### src/rtl/ap_hs_arb_pkg.sv
// Purpose: shared types, defaults and the round-robin pick function for ap_hs_arbiter.
// Latency: n/a (declarations and a pure combinational function only).
// Backpressure: n/a.
//
// Contents:
//   arb_state_t    - arbiter FSM encoding (IDLE, START, RUN, DONE)
//   CNT_W_DEFAULT  - default width of the optional performance counters
//   MAX_REQ        - largest supported requester count; the pick function works on this width
//   rr_pick()      - first set request at or after a pointer, wrapping; -1 when none is set
package ap_hs_arb_pkg;

  localparam int CNT_W_DEFAULT = 16;
  localparam int MAX_REQ       = 8;

  typedef enum logic [1:0] {
    IDLE  = 2'd0,
    START = 2'd1,
    RUN   = 2'd2,
    DONE  = 2'd3
  } arb_state_t;

  // Scans offsets from the highest down to zero and overwrites on every hit,
  // so the surviving pick is the smallest offset from ptr. This keeps the
  // loop free of early exits, which maps to a plain priority mux.
  function automatic int rr_pick(input logic [MAX_REQ-1:0] req,
                                 input int                 ptr,
                                 input int                 n);
    int pick;
    int idx;
    pick = -1;
    for (int k = MAX_REQ - 1; k >= 0; k--) begin
      if (k < n) begin
        idx = (ptr + k) % n;
        if (req[idx[2:0]]) begin
          pick = idx;
        end
      end
    end
    return pick;
  endfunction

endpackage

### src/rtl/rr_picker.sv
// Purpose: round-robin winner selection among NUM_REQ request lines.
// Latency: purely combinational, zero cycles.
// Backpressure: none; the result is only consumed while the arbiter is idle.
//
// Ports:
//   i_req    [NUM_REQ] - request vector
//   i_ptr    [ID_W]    - highest-priority index for this pick
//   o_winner [ID_W]    - selected index (0 when nothing is requested)
//   o_valid            - at least one request is set
module rr_picker
  import ap_hs_arb_pkg::*;
#(
  parameter int NUM_REQ = 2,
  parameter int ID_W    = 1
) (
  input  logic [NUM_REQ-1:0] i_req,
  input  logic [ID_W-1:0]    i_ptr,
  output logic [ID_W-1:0]    o_winner,
  output logic               o_valid
);

  logic [MAX_REQ-1:0] w_req_pad;
  int                 w_pick;

  always_comb begin
    w_req_pad                = '0;
    w_req_pad[NUM_REQ-1:0]   = i_req;
    w_pick                   = rr_pick(w_req_pad, int'(i_ptr), NUM_REQ);
    o_valid                  = (w_pick >= 0);
    o_winner                 = o_valid ? ID_W'(w_pick) : '0;
  end

endmodule

### src/rtl/ap_hs_arbiter.sv
// Purpose: shares one ap_ctrl_hs callee between NUM_REQ ap_ctrl_hs requesters, round-robin, one owner per transaction.
// Latency: request seen in IDLE -> grp_ap_start next cycle; grp_ap_done -> req_ap_done next cycle; ready is passed through same cycle.
// Backpressure: requesters hold req_ap_start until their req_ap_ready; the callee stalls the arbiter by withholding grp_ap_ready/grp_ap_done.
//
// Ports:
//   ap_clk, ap_rst_n        - clock, asynchronous active-low reset (shared with the callee)
//   req_ap_start [NUM_REQ]  - per-requester start, held until the matching ready pulse
//   req_ap_ready [NUM_REQ]  - one-cycle pulse to the owner when the callee accepts its start
//   req_ap_done  [NUM_REQ]  - one-cycle pulse to the owner when its transaction finishes
//   grp_ap_start            - start to the shared callee
//   grp_ap_ready/done       - callee handshake returns
//   grant_id [ID_W]         - current owner, meaningful while busy
//   busy                    - arbiter is not idle
// Optional: define AP_HS_ARB_PERF_EN to add saturating perf_served/perf_wait counters per requester.
module ap_hs_arbiter
  import ap_hs_arb_pkg::*;
#(
  parameter int NUM_REQ = 2,
  parameter int ID_W    = (NUM_REQ > 1) ? $clog2(NUM_REQ) : 1,
  parameter int CNT_W   = CNT_W_DEFAULT
) (
  input  logic               ap_clk,
  input  logic               ap_rst_n,
  input  logic [NUM_REQ-1:0] req_ap_start,
  output logic [NUM_REQ-1:0] req_ap_ready,
  output logic [NUM_REQ-1:0] req_ap_done,
  output logic               grp_ap_start,
  input  logic               grp_ap_ready,
  input  logic               grp_ap_done,
  output logic [ID_W-1:0]    grant_id,
  output logic               busy
`ifdef AP_HS_ARB_PERF_EN
  ,
  output logic [CNT_W-1:0]   perf_served [NUM_REQ],
  output logic [CNT_W-1:0]   perf_wait   [NUM_REQ]
`endif
);

  if (NUM_REQ < 2 || NUM_REQ > MAX_REQ || CNT_W < 1) begin : g_bad_cfg
    $error("ap_hs_arbiter: NUM_REQ must be 2..8 and CNT_W at least 1");
  end

  arb_state_t         r_state;
  arb_state_t         w_state_nxt;
  logic [ID_W-1:0]    r_grant_id;
  logic [ID_W-1:0]    w_grant_nxt;
  logic [ID_W-1:0]    r_rr_ptr;
  logic [ID_W-1:0]    w_rr_ptr_nxt;
  logic [ID_W-1:0]    w_pick_id;
  logic               w_pick_vld;
  logic [NUM_REQ-1:0] w_grant_oh;

  rr_picker #(
    .NUM_REQ (NUM_REQ),
    .ID_W    (ID_W)
  ) u_rr_picker (
    .i_req    (req_ap_start),
    .i_ptr    (r_rr_ptr),
    .o_winner (w_pick_id),
    .o_valid  (w_pick_vld)
  );

  // Pulses are steered only through this decode of the registered owner,
  // so no other index can ever see a ready or done.
  always_comb begin
    w_grant_oh             = '0;
    w_grant_oh[r_grant_id] = 1'b1;
  end

  always_ff @(posedge ap_clk or negedge ap_rst_n) begin
    if (!ap_rst_n) begin
      r_state    <= IDLE;
      r_grant_id <= '0;
      r_rr_ptr   <= '0;
    end else begin
      r_state    <= w_state_nxt;
      r_grant_id <= w_grant_nxt;
      r_rr_ptr   <= w_rr_ptr_nxt;
    end
  end

  always_comb begin
    w_state_nxt  = r_state;
    w_grant_nxt  = r_grant_id;
    w_rr_ptr_nxt = r_rr_ptr;
    grp_ap_start = 1'b0;
    req_ap_ready = '0;
    req_ap_done  = '0;

    case (r_state)
      IDLE: begin
        if (w_pick_vld) begin
          w_grant_nxt = w_pick_id;
          w_state_nxt = START;
        end
      end

      START: begin
        grp_ap_start = 1'b1;
        // A done without the matching ready is not a valid callee response
        // here, so it only counts together with ready.
        if (grp_ap_ready) begin
          req_ap_ready = w_grant_oh;
          w_state_nxt  = grp_ap_done ? DONE : RUN;
        end
      end

      RUN: begin
        if (grp_ap_done) begin
          w_state_nxt = DONE;
        end
      end

      DONE: begin
        req_ap_done  = w_grant_oh;
        w_rr_ptr_nxt = (r_grant_id == ID_W'(NUM_REQ - 1)) ? '0 : r_grant_id + 1'b1;
        w_state_nxt  = IDLE;
      end

      default: begin
        w_state_nxt = IDLE;
      end
    endcase
  end

  assign grant_id = r_grant_id;
  assign busy     = (r_state != IDLE);

`ifdef AP_HS_ARB_PERF_EN
  for (genvar gi = 0; gi < NUM_REQ; gi++) begin : g_perf
    logic             w_owner;
    logic [CNT_W-1:0] r_served;
    logic [CNT_W-1:0] r_wait;

    // Ownership covers START, RUN and DONE; any other cycle with start
    // raised is time spent waiting for the callee.
    assign w_owner = busy && (r_grant_id == ID_W'(gi));

    always_ff @(posedge ap_clk or negedge ap_rst_n) begin
      if (!ap_rst_n) begin
        r_served <= '0;
        r_wait   <= '0;
      end else begin
        if (req_ap_done[gi] && (r_served != '1)) begin
          r_served <= r_served + 1'b1;
        end
        if (req_ap_start[gi] && !w_owner && (r_wait != '1)) begin
          r_wait <= r_wait + 1'b1;
        end
      end
    end

    assign perf_served[gi] = r_served;
    assign perf_wait[gi]   = r_wait;
  end
`endif

endmodule

### config.mk
export PLATFORM = sky130hd
export DESIGN_NAME = ap_hs_arbiter
export DESIGN_NICKNAME = d
export VERILOG_FILES = /design/src/rtl/ap_hs_arb_pkg.sv /design/src/rtl/rr_picker.sv /design/src/rtl/ap_hs_arbiter.sv
export SDC_FILE = /design/constraint.sdc
export NUM_CORES = 1
export LEC_CHECK = 0
export CAP_MARGIN = 15
export CORE_AREA = 3 3 40 42
export CTS_CLUSTER_DIAMETER = 40
export DETAILED_ROUTE_END_ITERATION = 6
export DIE_AREA = 0 0 43 45
export PLACE_DENSITY_LB_ADDON = 0.12
export SYNTH_ARGS = -nofsm -noshare
export SYNTH_HDL_FRONTEND = slang
export SYNTH_SLANG_ARGS = --single-unit
### constraint.sdc
create_clock -name ap_clk -period 1.7 [get_ports ap_clk]
set_clock_uncertainty 0.1 [all_clocks]
set_input_delay 0.34 -clock ap_clk [delete_from_list [all_inputs] [get_ports ap_clk]]
set_output_delay 0.34 -clock ap_clk [all_outputs]
set_load 0.005 [all_outputs]
==> key figures <==
Outcome
  – Status: complete, no violations

Yosys
  – Yosys cell types: 17
  – Syn nets: 39
  – Post-synthesis sequential area ratio: 0.335
  – Post-Syn Area: 299 µm²
  – Yosys warning count: 0
  – Synth top area share: 0.335
  – Post-synth top area cell: dfrtp_1
  – Synth top area cells: dfrtp_1, ha_1, a221oi_4, inv_1, mux2_4
  – Synth Area per Inst: 10.3 µm²
  – Post-synthesis register bit count: 4
  – Cell count after synthesis: 29

Clocking
  – Total CTS buffers: 3
  – Clock sink count: 4
  – Reg clk slew, reported paths: 0.04 ns
  – Worst-Skew Late Latency: 0.24 ns
  – CTS Buffer Depth: 2
  – CTS tree: built
  – CTS root buffer: clkbuf_4
  – Max H-tree Level: 1

Floorplanning
  – Starting Density: 0.233
  – Die Height: 45 µm
  – Die area: 1940 µm²
  – Die width: 43 µm
  – I/O Pins: 13
  – Row cnt: 13
  – Core area: 1280 µm²

STA
  – Pins over their slew limit: 0
  – WHS: 0.207 ns
  – Min Tclk post-route: 1.68 ns
  – Part of the cycle the worst path needs: 0.991
  – Max frequency: 0.594 GHz
  – Final Hold Vio Count: 0
  – RSZ-0062 raised after global routing: true
  – Relative slew slack: 0.826
  – Number of setup violations in the final report: 0
  – Worst Max-Slew Pin Slew: 0.261 ns

Route
  – Via count: 312
  – Post-detailed-route count of antenna-violating nets: 0
  – Initial drt markers: 2
  – Final WL: 828 µm
  – Via-to-Cell Ratio: 4.33
  – WL/cell: 11.5 µm
  – DR pass1 iterations: 3
  – DRC: 0

Power and ir drop
  – Net Switching: 0.000398 W
  – Cell Int Power: 0.000737 W
  – Power per cell area: 1840 nW/µm²
  – Leakage power: 0.291 nW
  – Comb pwr share: 0.711
  – Worst vdd ir: 0.769 mV
  – Switching part of the total: 0.351
  – Clock share of power: 0.104
  – Reg power frac: 0.185

Critical path
  – Crit-path max FO: 2
  – Crit path launch: r_state[1]
  – CP startpoint kind: register
  – CP required: 1.26 ns
  – Worst reg2reg startpoint: r_state[1]
  – CP Class: reg -> out
  – Worst reg-to-reg setup slack: 0.02 ns
  – Crit path DAT: 1.24 ns
  – Worst Setup End Kind: output port

GRT
  – Largest net degree at the start of global routing: 7
  – Number of global-route vias before repair: 359
  – Antenna violations before repair: 0
  – First-pass GRT wire length: 1380 µm
  – Total GRT Usage: 0.102
  – GRT overflow: 0

Placed design
  – Placer Congestion: 0.694
  – HPWL Detailed: 597 µm
  – Port Buf Inserts: 12
  – DP Area: 483 µm²

Final layout
  – Most frequent cells in the layout: buf_4, clkdlybuf4s50_1, inv_2, ha_4, buf_6
  – Ant. Diodes: 0
  – Final instance area: 618 µm²
  – Post-Route Utilization: 0.481
  – Commonest non-fill, non-tap cell in the layout: buf_4
  – Layout cells sized above 1: 0.649
  – Synthesis-to-layout area growth: 107%
  – Final nets: 69

Worst hold path
  – Hold crit path type: in -> async

Flow run
  – Max Cap Viol: 0
## metrics by stage
| stage | TNS (ns) | cells | setup WS, ns | power [W] |
|---|---|---|---|---|
| detailed placement | -0.630 | 62 | -0.249 | 0.000755 |
| floorplan | 0 | 29 | 0.142 | 0.000485 |
| global placement | -0.536 | 62 | -0.213 | 0.000748 |
| finish | 0 | 72 | 0.0159 | 0.00114 |
| global route | -0.195 | 72 | -0.0478 | 0.00124 |
| CTS | -0.125 | 68 | -0.0878 | 0.00101 |
## worst max-delay path, cell delays in order, from the launching register on
cell	delay [ns]
dfrtp_1	0.39
buf_6	0.13
buf_6	0.11
ha_4	0.15
and2_4	0.13
buf_6	0.10
## power groups by stage
stage               registers, W  clock network [W]  logic [W]
finish                  0.000210           0.000118   0.000807
global route            0.000219           0.000140   0.000880
CTS                     0.000205           0.000124   0.000679
detailed placement      0.000194                  0   0.000562
global placement        0.000193                  0   0.000554
floorplan               0.000191                  0   0.000294
## sequential cells by signal (all words and copies together), names as in the netlist
signal and cells:
grant_id 1, r_state 2, r_rr_ptr 1
## cells in the mapped netlist
library cell  n
dfrtp_1       4
ha_1          4
inv_1         4
nor2_1        3
nand2_1       2
a211oi_1      1
a21o_1        1
a21oi_1       1
a221oi_4      1
a31oi_1       1
and2_1        1
and3_1        1
and3_2        1
inv_2         1
mux2_4        1
mux2i_1       1
nor2b_4       1
## cell type report
cell class                      instances  area (µm²)
Clock buffer                            3        22.5
Fill cell                             129         667
Inverter                                5        18.8
Multi-Input combinational cell         20         243
Sequential cell                         4         101
Tap cell                               15        18.8
Timing Repair Buffer                   25         214
## routing by layer
metal  up-vias  wire [µm]  track usage
li1        153          -            -
met1       145        304       0.0944
met2        11        439        0.168
met3         3         74       0.0717
met4         0          8       0.0542
met5         -          0            0
## worst paths after layout
path	endpoint	cells after the start
worst max-delay path	req_ap_done[1]	5
worst min-delay path	r_rr_ptr	1
worst max register to register	r_state[1]	5
worst min register to register	r_rr_ptr	1
max in group asynchronous	r_state[0]	1
min in group ap_clk	r_rr_ptr	1
## logic make-up (layout without fill, tap and decap cells)
family / count (synthesis) / count (layout) / synth area share
compound gates: 5 / 5 / 0.176
fa+ha+maj: 4 / 4 / 0.167
buf+inv: 5 / 33 / 0.0627
flops: 4 / 4 / 0.335
mux: 2 / 2 / 0.0837
simple gates: 9 / 9 / 0.176
## repair_timing
action	4_1_cts	5_1_grt
buffers inserted	3	4
hold buffers	0	0
setup endpoints to repair	6	7
resized for setup	27	11
pin swaps	2	4
No activity file was read; power rests on OpenSTA's default activity.
==> variant (same flow settings) <==
The 4 states of `arb_state_t` get a Gray code encoding in 2 bits.
--- a/src/rtl/ap_hs_arb_pkg.sv
+++ b/src/rtl/ap_hs_arb_pkg.sv
@@ -13,10 +13,10 @@
   localparam int MAX_REQ       = 8;
 
   typedef enum logic [1:0] {
-    IDLE  = 2'd0,
-    START = 2'd1,
-    RUN   = 2'd2,
-    DONE  = 2'd3
+    IDLE  = 2'b00,
+    START = 2'b01,
+    RUN   = 2'b11,
+    DONE  = 2'b10
   } arb_state_t;
 
   // Scans offsets from the highest down to zero and overwrites on every hit,
Behaviour: same outputs for any inputs over 10 cycles, from zero or initial values and one cycle with ap_rst_n low; not proved beyond that.
==> variant against the unedited design <==
Wire length decreased by 26%; area after synthesis fell by 26%; critical path depth decreased by 2; fmax increased by 3.3%; sequential share of layout area up 7.0 points; worst setup slack improved by 0.053 ns; die area unchanged; design area down 29%; synthesized cell count decreased by 28%; power is 34% lower; sequential cell count stayed put; highest routed layer unchanged.
==> variant: results (changes against the unedited design) <==
detailed_routing:
  wl_um: 613  # -26%
  first_pass_iters: 1  # -2
  vias: 238  # -24%
  first_iter_violations: 0  # -2
logic_synthesis:
  seq_area_frac_synth_pct: 44.9  # +11 points
  async_reset_ff_share_pct: 100  # unchanged
  synth_warnings: 0  # unchanged
  synth_area_leaders: "dfrtp_1, o21a_1, and3_1, nor3b_2, mux2i_1"
  synth_cell_type_count: 16  # -1
  synthMuxAreaShare_pct: 4.49  # -3.9 points
  syn_nets: 27  # -31%
  synth-compound-area-share_pct: 20.8  # +3.2 points
  synth_fa_ha_area_share_pct: 0  # -17 points
  synth_xor_area_share_pct: 0  # unchanged
  synth_top_area_share_pct: 44.9  # +11 points
  synth_common_cells: "dfrtp_1, and3_1, o21a_1"
  synth_cells: 21  # -28%
power:
  powerComb_uw: 433  # -46%
  leakage_nw: 0.229  # -21%
  comb_power_share_pct: 57.5  # -14 points
  power.switching_uw: 240  # -40%
  p_clk_uw: 115
  irDropWorstVdd_mv: 0.652  # -15%
grt:
  grt_usage_pct: 8.29  # -1.9 points
  antenna_found_initial: 0  # unchanged
  grt_pass1_vias: 280  # -22%
  grt_max_degree: 6  # -1
  grt_pass1_wl_um: 1170  # -15%
placement:
  portBuffers: 12  # unchanged
  place_ws_ns: -0.214  # +0.0349 ns
  gp_congestion: 0.648  # -6.6%
  placed_area_um2: 379  # -22%
  dp_hpwl_um: 479  # -20%
worst_setup_path:
  path_max_fanout: 3  # +1
clock_tree:
  clk_latency_ns: 0.23
  cts_buffer_depth: 2  # unchanged
  root_buffer: "clkbuf_4"
  post_cts_buffers: 4  # +1
  clk_pin_slew_ns: 0.04  # about the same
  cts_made_buffers: 3  # unchanged
  htreeDepth: 1  # unchanged
  cts-resized-gates: 12  # -56%
cells_and_area:
  largest_reg_flops: 2  # unchanged
  num_antenna_cells: 0  # unchanged
  regMostFlops: "r_state"
  drive_gt1_share_pct: 40.5  # -24 points
  num-fill-cells: 145  # +12%
  fin_nets: 50  # -28%
  layout.cells.non_filler: 57  # -21%
hold_path:
  holdCritPathClass: "in -> async"
timing:
  tightestPinTransition_ns: 0.190  # -0.0708 ns
outcome:
  outcome: "completed"
-- variant: changes by cell type after synthesis, sizes merged, moves of 2 or more --
| cell | change |
|---|---|
| ha | -4 |
| inv | -4 |
| nand2 | -2 |
| nor2 | -2 |
| nor3b | +2 |
| o21a | +2 |
-- variant: routing by layer --
| layer | global-route usage, % | up-vias | share of wire, % |
|---|---|---|---|
| li1 | - | 117 | - |
| met5 | 0 | - | 0 |
| met1 | 8.58 | 108 | 39 |
| met4 | 7.23 | 0 | 2.3 |
| met2 | 14.4 | 11 | 49 |
| met3 | 1.59 | 2 | 8.6 |
-- variant: final timing paths --
kind                            start              end  slack [ns]  depth (start not counted)
setup / recovery           r_state[0]  req_ap_ready[0]        0.07                          3
hold reg to reg              r_rr_ptr         r_rr_ptr        0.38                          1
hold / removal               ap_rst_n         grant_id        0.20                          1
max in group asynchronous    ap_rst_n       r_state[1]        1.12                          1
setup reg to reg           r_state[1]         grant_id        0.29                          5
min in group ap_clk          r_rr_ptr         r_rr_ptr        0.38                          1
-- variant: cell type report --
| type | instances | area (um2) | share of cell area, % |
|---|---|---|---|
| multi-input cells | 15 | 126 | 28.9 |
| inverters | 1 | 3.75 | 0.857 |
| flip-flops and latches | 4 | 103 | 23.4 |
| well taps | 15 | 18.8 | 4.29 |
| repair buffers | 19 | 164 | 37.4 |
| clock buffers | 3 | 22.5 | 5.14 |
-- variant: cells by family (layout without fill, tap and decap cells) --
logic type,count (synthesis),count (layout)
AO/OA/AOI/OAI,6,6
AND/OR/NAND/NOR,8,8
multiplexers,1,1
buffers and inverters,2,23
flip-flops,4,4
-- variant: critical path, stage by stage (launching register included) --
cell	delay [ns]
dfrtp_2	0.40
nor2b_4	0.13
and3_1	0.17
dlygate4sd2_1	0.25
